==> config.mk <==
export PLATFORM = sky130hd
export DESIGN_NAME = load_store_unit
export DESIGN_NICKNAME = d
export VERILOG_FILES = /design/src/rtl/load_store_unit.sv
export SDC_FILE = /design/constraint.sdc
export NUM_CORES = 1
export LEC_CHECK = 0
export ABC_AREA = 1
export CORE_ASPECT_RATIO = 0.9
export CORE_MARGIN = 2
export CORE_UTILIZATION = 25
export CTS_CLUSTER_DIAMETER = 120
export CTS_CLUSTER_SIZE = 24
export DETAILED_ROUTE_END_ITERATION = 8
export PLACE_DENSITY = 0.6
export RECOVER_POWER = 100
export SLEW_MARGIN = 20
export SYNTH_ARGS = -nofsm -noshare
export SYNTH_HDL_FRONTEND = slang
export SYNTH_SLANG_ARGS = --single-unit
export TNS_END_PERCENT = 100
==> constraint.sdc <==
create_clock -name clk -period 2.02 [get_ports clk]
set_clock_uncertainty 0.15 [all_clocks]
set_input_delay 0.303 -clock clk [delete_from_list [all_inputs] [get_ports clk]]
set_output_delay 0.303 -clock clk [all_outputs]
set_load 0.005 [all_outputs]
==> src/rtl/load_store_unit.sv <==
// Memory stage: issues one load/store at a time to a req/ack port and registers the writeback.
// Optional LSU_MISALIGN_TRAP_EN: misaligned half/word accesses trap instead of being silently aligned.
module load_store_unit (
  input  logic        clk,
  input  logic        reset,
  input  logic [31:0] alu_result_in,
  input  logic [31:0] write_data_in,
  input  logic [4:0]  rd_address_in,
  input  logic [31:0] pc_plus_four_in,
  input  logic        data_write_en_in,
  input  logic        reg_write_in,
  input  logic [1:0]  alu_or_load_or_pc_plus_four_in,
  input  logic [1:0]  data_men_write_command_in,
  input  logic [2:0]  load_gen_command_in,
  output logic        mem_req,
  output logic        mem_we,
  output logic [31:0] mem_addr,
  output logic [31:0] mem_wdata,
  output logic [3:0]  mem_wstrb,
  input  logic        mem_ack,
  input  logic [31:0] mem_rdata,
  output logic        stall,
  output logic        wb_en,
  output logic [4:0]  wb_rd,
  output logic [31:0] wb_data
`ifdef LSU_MISALIGN_TRAP_EN
  ,
  output logic        misaligned_fault
`endif
);

  typedef enum logic {ST_IDLE = 1'b0, ST_REQ = 1'b1} state_t;

  state_t      state_r;
  logic [2:0]  ld_cmd_r;
  logic [1:0]  ld_off_r;
  logic [4:0]  ld_rd_r;
  logic        ld_wb_r;

  logic        is_store_s;
  logic        is_load_s;
  logic        mem_op_s;
  logic        fault_s;
  logic [1:0]  off_s;

  function automatic logic [3:0] store_strobe(input logic [1:0] cmd, input logic [1:0] off);
    logic [3:0] s;
    case (cmd)
      2'b00:   s = 4'b0001 << off;
      2'b01:   s = 4'b0011 << {off[1], 1'b0};
      2'b10:   s = 4'b1111;
      default: s = 4'b0000;
    endcase
    return s;
  endfunction

  function automatic logic [31:0] store_data(input logic [1:0] cmd, input logic [31:0] d);
    logic [31:0] r;
    case (cmd)
      2'b00:   r = {4{d[7:0]}};
      2'b01:   r = {2{d[15:0]}};
      default: r = d;
    endcase
    return r;
  endfunction

  function automatic logic [31:0] load_extract(input logic [2:0] cmd, input logic [1:0] off,
                                               input logic [31:0] d);
    logic [7:0]  b;
    logic [15:0] h;
    logic [31:0] r;
    case (off)
      2'b00:   b = d[7:0];
      2'b01:   b = d[15:8];
      2'b10:   b = d[23:16];
      default: b = d[31:24];
    endcase
    h = off[1] ? d[31:16] : d[15:0];
    case (cmd)
      3'b000:  r = {{24{b[7]}}, b};
      3'b100:  r = {24'h000000, b};
      3'b001:  r = {{16{h[15]}}, h};
      3'b101:  r = {16'h0000, h};
      default: r = d;
    endcase
    return r;
  endfunction

`ifdef LSU_MISALIGN_TRAP_EN
  function automatic logic misaligned(input logic store, input logic [1:0] scmd,
                                      input logic [2:0] lcmd, input logic [1:0] off);
    logic m;
    if (store) begin
      case (scmd)
        2'b01:   m = off[0];
        2'b10:   m = (off != 2'b00);
        default: m = 1'b0;
      endcase
    end else begin
      case (lcmd)
        3'b000, 3'b100: m = 1'b0;
        3'b001, 3'b101: m = off[0];
        default:        m = (off != 2'b00);
      endcase
    end
    return m;
  endfunction
`endif

  assign off_s      = alu_result_in[1:0];
  // A store flagged as a load too is treated purely as a store.
  assign is_store_s = data_write_en_in && (data_men_write_command_in != 2'b11);
  assign is_load_s  = reg_write_in && (alu_or_load_or_pc_plus_four_in == 2'b01) && !is_store_s;
  assign mem_op_s   = is_store_s || is_load_s;

`ifdef LSU_MISALIGN_TRAP_EN
  assign fault_s = mem_op_s &&
                   misaligned(is_store_s, data_men_write_command_in, load_gen_command_in, off_s);
`else
  assign fault_s = 1'b0;
`endif

  assign stall = !reset && (((state_r == ST_IDLE) && mem_op_s && !fault_s) ||
                            ((state_r == ST_REQ) && !mem_ack));

  // Request FSM, memory port registers and registered writeback.
  always_ff @(posedge clk) begin
    if (reset) begin
      state_r   <= ST_IDLE;
      mem_req   <= 1'b0;
      mem_we    <= 1'b0;
      mem_addr  <= 32'h0000_0000;
      mem_wdata <= 32'h0000_0000;
      mem_wstrb <= 4'b0000;
      wb_en     <= 1'b0;
      wb_rd     <= 5'd0;
      wb_data   <= 32'h0000_0000;
      ld_cmd_r  <= 3'b000;
      ld_off_r  <= 2'b00;
      ld_rd_r   <= 5'd0;
      ld_wb_r   <= 1'b0;
`ifdef LSU_MISALIGN_TRAP_EN
      misaligned_fault <= 1'b0;
`endif
    end else begin
`ifdef LSU_MISALIGN_TRAP_EN
      misaligned_fault <= (state_r == ST_IDLE) && fault_s;
`endif
      case (state_r)
        ST_IDLE: begin
          if (mem_op_s && !fault_s) begin
            state_r   <= ST_REQ;
            mem_req   <= 1'b1;
            mem_we    <= is_store_s;
            mem_addr  <= {alu_result_in[31:2], 2'b00};
            mem_wstrb <= is_store_s ? store_strobe(data_men_write_command_in, off_s) : 4'b0000;
            mem_wdata <= is_store_s ? store_data(data_men_write_command_in, write_data_in)
                                    : 32'h0000_0000;
            ld_cmd_r  <= load_gen_command_in;
            ld_off_r  <= off_s;
            ld_rd_r   <= rd_address_in;
            ld_wb_r   <= is_load_s && (rd_address_in != 5'd0);
            wb_en     <= 1'b0;
          end else begin
            wb_en <= reg_write_in && !is_store_s && !fault_s && (rd_address_in != 5'd0);
            wb_rd <= rd_address_in;
            wb_data <= (alu_or_load_or_pc_plus_four_in == 2'b10) ? pc_plus_four_in
                                                                 : alu_result_in;
          end
        end
        ST_REQ: begin
          if (mem_ack) begin
            state_r   <= ST_IDLE;
            mem_req   <= 1'b0;
            mem_we    <= 1'b0;
            mem_wstrb <= 4'b0000;
            wb_en     <= ld_wb_r;
            wb_rd     <= ld_rd_r;
            wb_data   <= load_extract(ld_cmd_r, ld_off_r, mem_rdata);
          end else begin
            wb_en <= 1'b0;
          end
        end
        default: begin
          state_r <= ST_IDLE;
          mem_req <= 1'b0;
          wb_en   <= 1'b0;
        end
      endcase
    end
  end

endmodule
==> out/qor.csv <==
metric,value,unit
minimum clock period,1.91,ns
Congestion Overflow GR,0,
Ports,254,
most frequent cells in the layout,"187 x nand2_1, 144 x clkdlybuf4s50_1, 123 x a21oi_1",
HPWL Detailed,17200,um
Mean Syn Cell Area,6.82,um^2
CP Max Fanout,2,
"Distinct cells, synth",34,
WHS,0.295,ns
gpl congestion,0.886,
Pins Over Slew Limit,0,
area delta synth->final,62.7,%
DR pass1 iterations,5,
Initial Util,25.6,%
classification of the worst setup path,primary input to primary output,
CTS root buf,clkbuf_16,
Yosys top cell area share,40.8,%
CTS Buf Count,17,
Pwr per Cell Area,797,nW/um^2
Leak,4.17,nW
synth top area cells,"dfxtp_1 41%, nand2_1 12%, a21oi_1 11%",
Synth Warn #,0,
die width,164,um
register bit count reported by yosys,118,
diode count,0,
wire per inst,15.7,um
Max-Cap Viols,0,
# DRC,0,
Slew headroom,61.7,%
H-tree Lvls,4,
cells after synthesis,849,
largest net degree at the start of global routing,36,
Vias,6599,
CP endpoint kind,primary output,
antenna violations before repair,0,
final WL,22500,um
Synth Cell Area,5790,um^2
clk slew on worst S/H paths,0.05,ns
Die Span Y,148,um
Hold Path Class,flip-flop to flip-flop,
"commonest non-fill, non-tap cell in the layout",nand2_1,
outcome,finished clean,
first-pass GRT wire length,34600,um
unrepaired setup endpoints after global routing,false,
CTS sink cnt,118,
Max Buffers Root-to-Sink,2,
Required @ worst endpoint,1.57,ns
Layout Nets,1265,
post-layout util,41.6,%
Fmax achieved,524,MHz
# port buffers,251,
Reg2Reg Setup Slack,0.27,ns
maximum VDD drop,0.460,mV
gr usage total,18.3,%
Vias/cell,4.61,
Die ar.,24400,um^2
"Arr. time, crit path",1.45,ns
ANT nets after route,0,
Site Rows,52,
share of layout cells above drive strength 1,9.27,%
Core Box Area,22600,um^2
TritonCTS clock tree,yes,
Worst-Skew Late Latency,0.42,ns
Startpoint Class,primary input,
Final Setup Violations,0,
Initial DRC Count,508,
"Seq/Total Area, Yosys",40.8,%
Yosys top cell by area,dfxtp_1,
final worst path period share,94.4,%
Fin. Hold Viols,0,
vias in the first global route,6456,
fin cells,1430,
Tightest Pin Transition,0.572,ns
Cells after DPL,1397,
[critical path, cell delays in order]
cell and delay, ns:
clkdlybuf4s50_1 0.43, nand2_2 0.10, nand2_2 0.08, nand2_2 0.09
inv_4 0.04, nand2_4 0.07, nand2_8 0.05, nor2_4 0.14
clkbuf_1 0.13
[per-layer routing]
layer | vias up | part of all wire (%) | global-route usage (%)
met5 | - | 0 | 0
met4 | 0 | 1.4 | 4.74
met3 | 22 | 11 | 6.97
met2 | 290 | 45 | 29.3
met1 | 2943 | 43 | 23.2
li1 | 3344 | - | -
[registers in the layout, summed over array words and instances, names as in the netlist]
| signal | flops |
|---|---|
| ld_cmd_r | 3 |
| ld_off_r | 2 |
| ld_rd_r | 5 |
| ld_wb_r | 1 |
| mem_addr | 30 |
| mem_req | 1 |
| mem_wdata | 32 |
| mem_we | 1 |
| mem_wstrb | 4 |
| state_r | 1 |
| wb_data | 32 |
| wb_en | 1 |
| wb_rd | 5 |
[power breakdown]
group	leakage, nW	switching [W]	total [W]	internal, W
Sequential	0.974	0.000117	0.00267	0.00255
Combinational	2.91	0.000904	0.00180	0.000893
Clock	0.278	0.00119	0.00305	0.00185
Total	4.17	0.00221	0.00751	0.00530
[cell type report]
class	instances	area (um^2)
clock buffers	18	439
clock inverters	14	153
fillers	2350	13200
inverters	66	253
multi-input cells	605	2860
flip-flops and latches	118	2360
well taps	297	372
repair buffers	312	2990
[synthesized netlist by cell type, drive strengths merged]
library cell,number
buf,39
o221ai,6
nor2,106
clkbuf,22
nor3,3
o21ai,108
nand4,3
mux2i,2
inv,66
nand3,29
a211oi,15
a21o,1
dfxtp,118
conb,1
or2,1
nand2,193
a21oi,124
o211ai,12
[what timing repair did]
action / CTS / global route
setup buffers: 1 / 0
pin swaps: 2 / 1
hold buffers: 0 / 0
resized for setup: 5 / 2
endpoints found under the setup margin: 1 / 1
[worst paths after layout]
check	end	cells after the start	startpoint
setup reg to reg	wb_data[5]	5	ld_off_r[0]
hold reg to reg	wb_data[16]	2	wb_data[16]
hold / removal	wb_data[16]	2	wb_data[16]
setup / recovery	stall	9	data_men_write_command_in[1]
[cells by family after synthesis]
logic type,count (synthesis),share of synthesized area [%]
buf+inv,127,10.2
flops,118,40.8
compound gates,266,24.6
mux,2,0.346
simple gates,335,24.0
other cells,1,0.0647
[metrics by stage]
stage	setup slack, ns	total power, W	setup TNS (ns)	instance area, um^2
4_1_cts	0.00413	0.00771	0	9490
3_5_place_dp	-0.330	0.00463	-15.14	8890
5_1_grt	0.0344	0.00792	0	9420
2_1_floorplan	0.487	0.00356	0	5800
6_report	0.113	0.00751	0	9420
3_3_place_gp	-0.302	0.00463	-12.03	8890
No activity file was read; power rests on OpenSTA's default activity.
